File: src/rtl/conv1d_pkg.sv
`default_nettype none
// ============================================================================
//  Module      : conv1d_pkg
//  Description : Shared definitions for the 1-D convolution datapath: the
//                sequencer state encoding and the parameter helper functions
//                used by the address generator, MAC array and buffers.
//  Revision    : 1.0  initial release
// ============================================================================
package conv1d_pkg;

  typedef enum logic [2:0] {
    ST_IDLE  = 3'd0,
    ST_CLEAR = 3'd1,
    ST_TAP   = 3'd2,
    ST_STORE = 3'd3,
    ST_WRITE = 3'd4,
    ST_DONE  = 3'd5
  } state_t;

  // Ceiling log2, never less than 1 so every derived bus has at least one bit.
  function automatic int clog2_min1(input int value);
    int r;
    r = 0;
    for (int i = 0; i < 31; i++) begin
      if ((1 << i) < value) r = i + 1;
    end
    return (r < 1) ? 1 : r;
  endfunction

  // Number of output positions; trailing inputs that cannot fill a window
  // are dropped.
  function automatic int out_size(input int input_size, input int kernel_size,
                                  input int stride);
    return (input_size - kernel_size) / stride + 1;
  endfunction

endpackage
`default_nettype wire

File: src/rtl/agu_wrap_counter.sv
`default_nettype none
// ============================================================================
//  Module      : agu_wrap_counter
//  Description : Counter running 0..MAX and wrapping back to 0. Clear has
//                priority over enable. wrap flags that count sits at MAX.
//  Ports       : clk, rst    - clock, asynchronous active-high reset
//                en          - advance the count
//                clr         - synchronous return to 0
//                count, wrap - current value, count == MAX
//  Revision    : 1.0  initial release
// ============================================================================
module agu_wrap_counter #(
  parameter int MAX   = 3,
  parameter int WIDTH = 2
) (
  input  logic             clk,
  input  logic             rst,
  input  logic             en,
  input  logic             clr,
  output logic [WIDTH-1:0] count,
  output logic             wrap
);

  assign wrap = (count == WIDTH'(MAX));

  always_ff @(posedge clk or posedge rst) begin
    if (rst) begin
      count <= '0;
    end else if (clr) begin
      count <= '0;
    end else if (en) begin
      count <= wrap ? '0 : count + 1'b1;
    end
  end

endmodule
`default_nettype wire

File: src/rtl/conv1d_agu.sv
`default_nettype none
// ============================================================================
//  Module      : conv1d_agu
//  Description : Address generator / sequencer for the multi-kernel 1-D
//                convolution. Per output position: one clear cycle,
//                KERNEL_SIZE accumulate cycles with weight/input addresses,
//                one valid cycle and one write cycle with output addresses.
//  Ports       : clk, rst        - clock, asynchronous active-high reset
//                start, en       - begin a pass (IDLE only), advance enable
//                busy, done      - pass in progress, end-of-pass pulse
//                w_addr, x_addr  - per-kernel weight and shared input address
//                out_addr        - per-kernel output address
//                clear, acc,     - accumulator clear, accumulate,
//                valid, write      result valid, output buffer write
//  Revision    : 1.0  initial release
// ============================================================================
module conv1d_agu
  import conv1d_pkg::*;
#(
  parameter int KERNEL_SIZE = 3,
  parameter int KERNELS     = 4,
  parameter int STRIDE      = 1,
  parameter int INPUT_SIZE  = 27,
  localparam int OUT_SIZE   = out_size(INPUT_SIZE, KERNEL_SIZE, STRIDE),
  localparam int W_BITS     = clog2_min1(KERNELS * KERNEL_SIZE),
  localparam int X_BITS     = clog2_min1(INPUT_SIZE),
  localparam int O_BITS     = clog2_min1(KERNELS * OUT_SIZE)
) (
  input  logic                      clk,
  input  logic                      rst,
  input  logic                      start,
  input  logic                      en,
  output logic                      busy,
  output logic                      done,
  output logic [KERNELS*W_BITS-1:0] w_addr,
  output logic [X_BITS-1:0]         x_addr,
  output logic [KERNELS*O_BITS-1:0] out_addr,
  output logic                      clear,
  output logic                      acc,
  output logic                      valid,
  output logic                      write
);

  localparam int TAP_BITS = clog2_min1(KERNEL_SIZE);
  localparam int POS_BITS = clog2_min1(OUT_SIZE);

  state_t state, state_next;

  logic [TAP_BITS-1:0] tap, tap_sel;
  logic [POS_BITS-1:0] pos;
  logic                tap_wrap, pos_wrap;
  logic                tap_inc, tap_clr, pos_inc, pos_clr;
  logic                load_x, load_o;

  logic [KERNELS*W_BITS-1:0] w_next;
  logic [KERNELS*O_BITS-1:0] o_next;
  logic [X_BITS-1:0]         x_next;

  agu_wrap_counter #(.MAX(KERNEL_SIZE - 1), .WIDTH(TAP_BITS)) u_tap_cnt (
    .clk   (clk),
    .rst   (rst),
    .en    (tap_inc),
    .clr   (tap_clr),
    .count (tap),
    .wrap  (tap_wrap)
  );

  agu_wrap_counter #(.MAX(OUT_SIZE - 1), .WIDTH(POS_BITS)) u_pos_cnt (
    .clk   (clk),
    .rst   (rst),
    .en    (pos_inc),
    .clr   (pos_clr),
    .count (pos),
    .wrap  (pos_wrap)
  );

  always_ff @(posedge clk or posedge rst) begin
    if (rst) state <= ST_IDLE;
    else     state <= state_next;
  end

  // Every non-IDLE/DONE transition is gated by en so a stall freezes the
  // whole sequencer. tap_sel is the tap index that will be current after
  // the edge, so addresses are loaded in step with entry to the tap cycle.
  always_comb begin
    state_next = state;
    tap_inc    = 1'b0;
    tap_clr    = 1'b0;
    pos_inc    = 1'b0;
    pos_clr    = 1'b0;
    load_x     = 1'b0;
    load_o     = 1'b0;
    tap_sel    = '0;
    case (state)
      ST_IDLE: begin
        if (start) begin
          state_next = ST_CLEAR;
          pos_clr    = 1'b1;
        end
      end
      ST_CLEAR: begin
        if (en) begin
          state_next = ST_TAP;
          tap_clr    = 1'b1;
          load_x     = 1'b1;
        end
      end
      ST_TAP: begin
        if (en) begin
          if (tap_wrap) begin
            state_next = ST_STORE;
            load_o     = 1'b1;
          end else begin
            tap_inc = 1'b1;
            load_x  = 1'b1;
            tap_sel = tap + 1'b1;
          end
        end
      end
      ST_STORE: begin
        if (en) state_next = ST_WRITE;
      end
      ST_WRITE: begin
        if (en) begin
          if (pos_wrap) begin
            state_next = ST_DONE;
          end else begin
            state_next = ST_CLEAR;
            pos_inc    = 1'b1;
          end
        end
      end
      ST_DONE:  state_next = ST_IDLE;
      default:  state_next = ST_IDLE;
    endcase
  end

  // Strobes are decoded from state and masked by en, so a stalled cycle
  // emits nothing and the strobe reappears once en returns.
  assign busy  = (state != ST_IDLE) && (state != ST_DONE);
  assign done  = (state == ST_DONE);
  assign clear = (state == ST_CLEAR) && en;
  assign acc   = (state == ST_TAP)   && en;
  assign valid = (state == ST_STORE) && en;
  assign write = (state == ST_WRITE) && en;

  assign x_next = X_BITS'(int'(pos) * STRIDE + int'(tap_sel));

  for (genvar k = 0; k < KERNELS; k++) begin : g_kernel
    assign w_next[k*W_BITS +: W_BITS] = W_BITS'(k * KERNEL_SIZE + int'(tap_sel));
    assign o_next[k*O_BITS +: O_BITS] = O_BITS'(k * OUT_SIZE + int'(pos));
  end

  always_ff @(posedge clk or posedge rst) begin
    if (rst) begin
      w_addr   <= '0;
      x_addr   <= '0;
      out_addr <= '0;
    end else begin
      if (load_x) begin
        w_addr <= w_next;
        x_addr <= x_next;
      end
      if (load_o) out_addr <= o_next;
    end
  end

endmodule
`default_nettype wire

File: config.mk
export PLATFORM = sky130hd
export DESIGN_NAME = conv1d_agu
export DESIGN_NICKNAME = d
export VERILOG_FILES = /design/src/rtl/conv1d_pkg.sv /design/src/rtl/agu_wrap_counter.sv /design/src/rtl/conv1d_agu.sv
export SDC_FILE = /design/constraint.sdc
export NUM_CORES = 1
export LEC_CHECK = 0
export ABC_AREA = 1
export BUFFER_PORTS_ARGS = -buffer_cell sky130_fd_sc_hd__buf_2
export CAP_MARGIN = 10
export CORE_MARGIN = 3
export CORE_UTILIZATION = 60
export CTS_BUF_LIST = sky130_fd_sc_hd__clkbuf_8
export DETAILED_ROUTE_END_ITERATION = 6
export PLACE_DENSITY = 0.87
export SETUP_SLACK_MARGIN = 0.15
export SYNTH_ARGS = -nofsm -noshare
export SYNTH_HDL_FRONTEND = slang
export SYNTH_HIERARCHICAL = 1
export SYNTH_SLANG_ARGS = --single-unit
export TNS_END_PERCENT = 5
File: constraint.sdc
create_clock -name clk -period 3.85 [get_ports clk]
set_input_delay 0.385 -clock clk [delete_from_list [all_inputs] [get_ports clk]]
set_output_delay 0.385 -clock clk [all_outputs]
set_load 0.03 [all_outputs]
Word-level counts from Yosys, hierarchy flattened
Cells that the tools add are included.

Logic and storage cells: 69. Input bits: 4. Output and inout port bits: 55. Register bits: 55.

Equality and inequality tests: 14. Add/subtract/negate cells: 9. Reduce and logical (&&, ||, !) cells: 10. Mux-type cells: 30.

Operators by type and width (number): $mux 3 (7); $mux 5 (3); $pmux 3 s5 (1); $mux 1 (13); $ne 2x2->1 const B (6); $mux 2 (5); $add 6x5->7 const A (1); $add 7x5->7 const A (1); $add 5x5->6 const A (1); $eq 3x2->1 const B (2); $eq 3x3->1 const B (2); $reduce_and 6->1 (1); $add 5x1->5 const B (1); $add 5x2->5 (1); $eq 5x5->1 const B (1); $logic_and 1x1->1 (5); $add 3x2->4 const A (1); $add 4x2->4 const A (1); $reduce_bool 2->1 (2); $add 2x2->3 const A (1); $eq 3x1->1 const B (1); $logic_not 3->1 (1); $ne 3x3->1 const B (1); $reduce_bool 3->1 (1); 3 further kinds (3).

Logic depth before layout (Yosys ltp)
Gate-level depths: netlist of run 1.

Depth after elaboration: 6. Depth in mapped cells: 14. Depth with buffers taken out: 13.

By module
The synthesis of run 1 kept the hierarchy.

Modules (own cells, without submodules): conv1d_agu (seq. area each 1001.0 µm², area each 2175.8 µm², cells an instance 256, times used 1); agu_wrap_counter (u_pos_cnt) (seq. area each 125.1 µm², area each 351.6 µm², cells an instance 49, times used 1); agu_wrap_counter (u_tap_cnt) (seq. area each 50.0 µm², area each 106.4 µm², cells an instance 16, times used 1).

Least setup slack after synthesis of run 1
OpenSTA, ideal clock, no wires.

Kind: register to register. From: reg state[2]. To: reg x_addr[4]. Setup time: 0.065 ns. Buffers on the path: 0. Slack: 1.811 ns. Data arrival time: 1.974 ns. Clock period less this slack: 2.039 ns. Stages on the path, launching flop included: 13. Required time: 3.785 ns. Cells stage by stage: dfrtp_1 inv_2 nand3_4 nor2_4 nand3b_1 inv_1 ha_1 inv_1 fa_1 nor2_1 xor2_1 nand2_1 nand2_1.

Longest elaborated chain between the ends: 3. Elaborated cells between the ends (all ways): 5. Those cells by class: add/sub: 1; eq/ne: 2; mux: 2.

RTL lines: start: declaration (line conv1d_agu.sv:47) `state_t state, state_next;`; start signal: assignment (line conv1d_agu.sv:79) `else state <= state_next;`; $eq 3x2->1 (line conv1d_agu.sv:94) `case (state)`; $mux 2 (line conv1d_agu.sv:94); named net tap_sel[0] (line conv1d_agu.sv:49) `logic [TAP_BITS-1:0] tap, tap_sel;`; $add 5x2->5 (line conv1d_agu.sv:147) `assign x_next = X_BITS'(int'(pos) * STRIDE + int'(tap_sel));`; end signal: assignment (line conv1d_agu.sv:162) `x_addr <= x_next;`; end: declaration (line conv1d_agu.sv:36) `output logic [X_BITS-1:0] x_addr,`.

The timed path passes the listed nets, and every way through them passes these cells. A chain may end at the register's enable or synchronous reset.

Final worst setup path of run 1
Same ends and word-level chain as after synthesis.

==> results of run 1 <==
through the flow:
stage                     area [um^2]    util  std cells  hold slack (ns)
after floorplan                  2653       -        326           0.1262
after global placement           2804  0.6814        407           0.2655
after detailed placement         2804  0.6814        407           0.2680
after CTS                        2897  0.7039        415           0.4752
after global routing             2897  0.7039        415           0.4961
final                            2897  0.7039        415           0.4702
worst register-to-register path, stage by stage (launching register included):
cell and delay [ns]:
dfrtp_1 0.47, inv_2 0.15, nand3_4 0.12, nor2_4 0.14, nand3b_1 0.18, inv_1 0.14
ha_1 0.18, inv_1 0.06, fa_1 0.40, nor2_1 0.16, xor2_1 0.15, nand2_1 0.06
nand2_1 0.07
placed cells by master, fill, tap and decap left out, drive strengths merged:
cell / count
nor3: 1
o21a: 2
clkinv: 2
nand2: 114
conb: 6
a21oi: 9
xnor2: 3
ha: 10
a31oi: 2
buf: 53
or2: 2
dfrtp: 47
fa: 1
nand3b: 1
nand3: 14
dlygate4sd3: 1
clkbuf: 5
inv: 41
nor2: 19
xor2: 5
nand4: 7
o21ai: 20
registers in the layout, indices dropped and copies added (netlist names):
signal and cells:
u_pos_cnt/count 5, x_addr 5, out_addr 23, w_addr 9, state 3, u_tap_cnt/count 2
cell families after synthesis:
| family | after synthesis | share of synthesized area |
|---|---|---|
| adder cells (fa/ha/maj) | 11 | 0.05511 |
| AO/OA/AOI/OAI | 33 | 0.07980 |
| flip-flops | 47 | 0.4466 |
| AND/OR/NAND/NOR | 158 | 0.2622 |
| buffers and inverters | 63 | 0.1283 |
| XOR/XNOR | 8 | 0.02660 |
| other | 1 | 0.001424 |
layout make-up:
cell class / instances / share of cell area
flip-flops and latches: 47 / 0.4060
multi-input cells: 216 / 0.3931
repair buffers: 54 / 0.09590
inverters: 41 / 0.05486
clock buffers: 5 / 0.02376
well taps: 50 / 0.02160
clock inverters: 2 / 0.004752
per-layer routing:
metal  share of wire  wire length [um]
met1            0.44              2252
met2            0.48              2424
met3           0.071               362
met4          0.0075                38
met5               0                 0
worst min path at each step:
stage                     slack [ns]         start                  to  cells after the start
after floorplan                 0.13           rst  u_tap_cnt/count[0]                      1
after global placement          0.27           rst  u_tap_cnt/count[0]                      2
after detailed placement        0.27           rst  u_tap_cnt/count[0]                      2
after CTS                       0.48   out_addr[4]         out_addr[4]                      2
after global routing            0.50           rst  u_tap_cnt/count[1]                      3
final                           0.47  out_addr[22]        out_addr[22]                      2
timing repair:
item	CTS	global route
hold buffers	1	0
setup buffers	0	0
hold endpoints to repair	2	0
power by group:
part           internal, mW  switching, mW
sequential            0.634          0.120
combinational         0.279          0.702
clock                 0.124          0.161
==> impl_metrics.ini, run 1 <==
[status]
status = completed

[drt]
final_antenna_net_count = 0
vias = 2102
wirelength_um = 5078
wl_per_cell_um = 12.24
drt_iter0_markers = 202
drc = 0
routed_via_density = 5.065
firstDrtPassIters = 5

[critical_path]
critPathLaunch = state[2]
end_kind = flop
path_buf_inv = 3
start_kind = flop
path_max_fanout = 8
cp_top_family = simple AND/OR/NAND/NOR gates
cp_data_arrival_time_ns = 2.56
regToRegSetupSlack_ns = 1.53
critical-path-slowest-cell = dfrtp_1
crit_type = flop to flop
critPathRequiredTime_ns = 4.09
critPathMaxStageDelay_ns = 0.47
rr_endpoint = x_addr[4]
setup.worst_path.end = x_addr[4]
ff2ff_path_depth = 12
rr_startpoint = state[2]
cp_num_cells = 12
cp_cell_sequence = inv_2 > nand3_4 > nor2_4 > nand3b_1 > inv_1 > ha_1 > inv_1 > fa_1 > nor2_1 > xor2_1 > nand2_1 > nand2_1

[power]
power_density_nw_per_um2 = 697.6
power_leakage_nw = 1.665
power_mw = 2.021
peakVddDrop_mv = 0.4203

[finish]
drive_above_1_share = 0.2384
seq_area_um2 = 1176
syn2layout_area_growth_pct = 9.976
fillers = 331
multi_input_area_um2 = 1139
nets = 380
diodes = 0

[floorplanning]
die-height_um = 72.26
start_util = 0.6400
fp.dieW_um = 72.26
core_um2 = 4115
io_pins = 59
dieArea_um2 = 5221
rows = 23

[timing]
period_minus_slack_ns = 2.321
tightest_slew_ns = 0.7420
hold_viol = 0
worst_slack_ns = 1.529
fmax_mhz = 430.8
worst_clock_skew_ns = 0.006472
rsz0062_at_grt = no
setup_violations = 0
fin_crit_sh = 0.6029
relSlewSlack = 0.5048
fin_setup_tns_ns = 0
slew_viol_final = 0

[global_route]
grt_use_met1 = 0.2842
track_usage = 0.2114
gr-usage-met3 = 0.05402
grt_pass1_wl_um = 8721
grt_antenna_before_repair = 0
grt_max_degree = 29
grt_overflow_total = 0
use_met2 = 0.3397
busiest_layer = met2
grt_pass1_vias = 1937

[synthesis]
synth_top_area_cell = dfrtp_1
synth_top_area_share = 0.4466
synth-seq-cells = 47
synth_async_sr_flop_share = 1.000
synthMostInstantiatedCell = nand2_1
synth_flop_cell = dfrtp_1
netlist_top_cells_count = nand2_1, dfrtp_1, inv_1
synth-edff-count = 0
synth_area_um2 = 2634
netlist-cell-type-count = 31
syn_inst = 321
synth-seq-area-share = 0.4466
syn_avg_cell_area_um2 = 8.205
netlist_top_cells_area = dfrtp_1, nand2_1, inv_1
synth_warnings = 6

[placed_design]
place_congestion = 0.8517
dp_slack_ns = 1.549
dp_hpwl_um = 3821
io_buffer_count = 52

[clock_network]
cts_num_sinks = 47
clockRootBuffer = clkbuf_8
cts_tree = yes
clockBufferDepth = 2
clk_pin_slew_ns = 0.09
ctsResizeCount = 0
cts_buffers = 5
htreeDepth = 2
clk_latency_ns = 0.30

[worst_hold_path]
worst_hold_path_type = flop to flop

[run]
cap_violations = 0
Note: power is estimated with default switching activity, not from simulation.
==> run 2, diff against run 1 <==
--- a/config.mk
+++ b/config.mk
@@ -5,14 +5,14 @@
 export SDC_FILE = /design/constraint.sdc
 export NUM_CORES = 1
 export LEC_CHECK = 0
-export ABC_AREA = 1
+export ABC_AREA = 0
 export BUFFER_PORTS_ARGS = -buffer_cell sky130_fd_sc_hd__buf_2
 export CAP_MARGIN = 10
 export CORE_MARGIN = 3
-export CORE_UTILIZATION = 60
+export CORE_UTILIZATION = 56
 export CTS_BUF_LIST = sky130_fd_sc_hd__clkbuf_8
 export DETAILED_ROUTE_END_ITERATION = 6
-export PLACE_DENSITY = 0.87
+export PLACE_DENSITY = 0.83
 export SETUP_SLACK_MARGIN = 0.15
 export SYNTH_ARGS = -nofsm -noshare
 export SYNTH_HDL_FRONTEND = slang
==> constraint.sdc (replaced) <==
create_clock -name clk -period 2.4 [get_ports clk]
set_input_delay 0.24 -clock clk [delete_from_list [all_inputs] [get_ports clk]]
set_output_delay 0.24 -clock clk [all_outputs]
set_load 0.03 [all_outputs]
==> run 2 against run 1 <==
Cell count down 16%. Sequential share of layout area down 1.1 points. Synthesized cell count down 26%. Largest power group unchanged.
==> impl_metrics.ini, run 2 <==
[status]
status = completed

[clock_network]
cts_buffers = 5
cts_num_sinks = 47
htreeDepth = 2
cts_tree = yes
clk_pin_slew_ns = 0.08
clk_latency_ns = 0.30
clockRootBuffer = clkbuf_8
clockBufferDepth = 2

[critical_path]
critPathRequiredTime_ns = 2.59
end_kind = flop
crit_type = flop to flop
critical-path-slowest-cell = dfrtp_2
path_max_fanout = 6
regToRegSetupSlack_ns = 0.26
start_kind = flop
cp_data_arrival_time_ns = 2.34
cp_cell_sequence = and2b_4 > nor3_4 > ha_2 > inv_1 > fa_2 > nand3b_1 > xnor2_1 > mux2_2
critPathMaxStageDelay_ns = 0.41

[placed_design]
placed_cells = 337
dp_hpwl_um = 3637
place_congestion = 0.8142
io_buffer_count = 52
placed_cell_area_um2 = 2853

[global_route]
grt_max_degree = 23
gr-usage-met3 = 0.03444
use_met2 = 0.3178
grt_overflow_total = 0
track_usage = 0.1993
grt_pass1_vias = 1788
grt_use_met1 = 0.2692
grt_antenna_before_repair = 0
grt_pass1_wl_um = 8197
busiest_layer = met2

[finish]
diodes = 0
largest-register = out_addr
syn2layout_area_growth_pct = 18.06
multi_input_area_um2 = 1167
top_regs = out_addr x23, w_addr x9
final_cell_mix = buf_2, dfrtp_1, o21ai_0, buf_4, inv_1
fillers = 308
final_common_cell = buf_2
seq_area_um2 = 1177
nets = 312
fin_cells = 348
drive_above_1_share = 0.3490
design_area_um2 = 2978
largest_reg_flops = 23

[timing]
fin_crit_sh = 0.8936
setup_violations = 0
rsz0062_at_grt = no
slew_viol_final = 0
fin_setup_tns_ns = 0
relSlewSlack = 0.6668
hold_viol = 0
tightest_slew_ns = 0.4992
hold-worst-slack_ns = 0.3260
period_minus_slack_ns = 2.145
worst_clock_skew_ns = 0.005273
fmax_mhz = 466.3

[drt]
wirelength_um = 5124
firstDrtPassIters = 4
wl_per_cell_um = 14.72
drc = 0
routed_via_density = 5.405
final_antenna_net_count = 0
drt_iter0_markers = 110
vias = 1881

[power]
peakVddDrop_mv = 0.6385
power_density_nw_per_um2 = 976.2
power_leakage_nw = 1.580

[synthesis]
synth-seq-area-share = 0.4663
synth_flop_cell = dfrtp_1
synth-edff-count = 0
synth_top_area_cell = dfrtp_1
netlist_top_cells_area = dfrtp_1, o21ai_0, ha_1
netlist_top_cells_count = dfrtp_1, o21ai_0, inv_1
synth_top_area_share = 0.4663
syn_inst = 237
syn_avg_cell_area_um2 = 10.64
synthMostInstantiatedCell = dfrtp_1
synth_async_sr_flop_share = 1.000
netlist-cell-type-count = 53
synth_warnings = 6
synth-seq-cells = 47
synth_area_um2 = 2522

[floorplanning]
io_pins = 59
core_um2 = 4173
rows = 23
start_util = 0.6045
die-height_um = 73.12
fp.dieW_um = 73.12
dieArea_um2 = 5346

[worst_hold_path]
worst_hold_path_type = input pin to flop

[run]
cap_violations = 0
run 2: changes by cell type after synthesis, moves of 8 or more:
cell      before  now
mux2_2         0    8
o21ai_0        9   27
inv_1         35   16
o21ai_2       10    1
nand2b_1       0    8
nand3_1       13    4
nor2_1        14    4
nand2_1      111    9
run 2: logic make-up after synthesis:
| family | Yosys count | synth area share |
|---|---|---|
| XOR/XNOR | 11 | 0.03819 |
| adder cells (fa/ha/maj) | 11 | 0.05754 |
| AO/OA/AOI/OAI | 56 | 0.1339 |
| flip-flops | 47 | 0.4663 |
| other | 1 | 0.001487 |
| buffers and inverters | 42 | 0.09673 |
| AND/OR/NAND/NOR | 52 | 0.1245 |
| multiplexers | 17 | 0.08135 |
run 2: layout make-up:
type,instances,share of cell area
clock buffer,5,0.02311
clock inverter,3,0.004202
timing repair buffer,73,0.1412
inverter,17,0.02311
sequential,47,0.3954
multi-input combinational,153,0.3920
tap,50,0.02101
run 2: timing repair:
action | 4_1_cts | 5_1_grt
endpoints found under the setup margin | 1 | 1
pin swaps | 0 | 2
endpoints found under the hold margin | 18 | 0
resized for setup | 2 | 2
setup buffers | 0 | 2
hold buffers | 1 | 0
gates cloned | 0 | 0
run 2: worst paths after layout:
check,startpoint,to,cells after the start
setup / recovery,u_tap_cnt/count[0],x_addr[4],8
hold / removal,en,state[0],3
setup reg to reg,u_tap_cnt/count[0],x_addr[4],8
hold reg to reg,out_addr[27],out_addr[27],1
max in group asynchronous,rst,out_addr[14],4
min in group asynchronous,rst,u_tap_cnt/count[0],3
run 2: worst max-delay path: cells and delay by family (launching register included):
kind,cells,cell delay (ns)
xor gates and xnor gates,1,0.13
buffers and inverters,1,0.05
muxes,1,0.26
DFF,1,0.41
adders and majority gates,2,0.56
and+or+nand+nor,3,0.62
run 2: per-layer routing:
layer  share of wire  vias up
li1                -      922
met1            0.45      892
met2            0.48       60
met3           0.055        7
met4           0.015        0
met5               0        -
run 2: metrics by stage:
step	power, mW	util	worst slack [ns]
CTS	2.890	0.7070	0.1507
global placement	2.402	0.6837	0.1641
global route	3.076	0.7136	0.1352
detailed placement	2.432	0.6837	0.1126
floorplan	2.114	-	0.08867
finish	2.907	0.7136	0.2555
run 2: where the power goes:
part / total (mW) / internal (mW) / switching, mW
Combinational: 1.38 / 0.493 / 0.891
Clock: 0.452 / 0.196 / 0.256
Sequential: 1.07 / 0.967 / 0.104
Total: 2.91 / 1.66 / 1.25
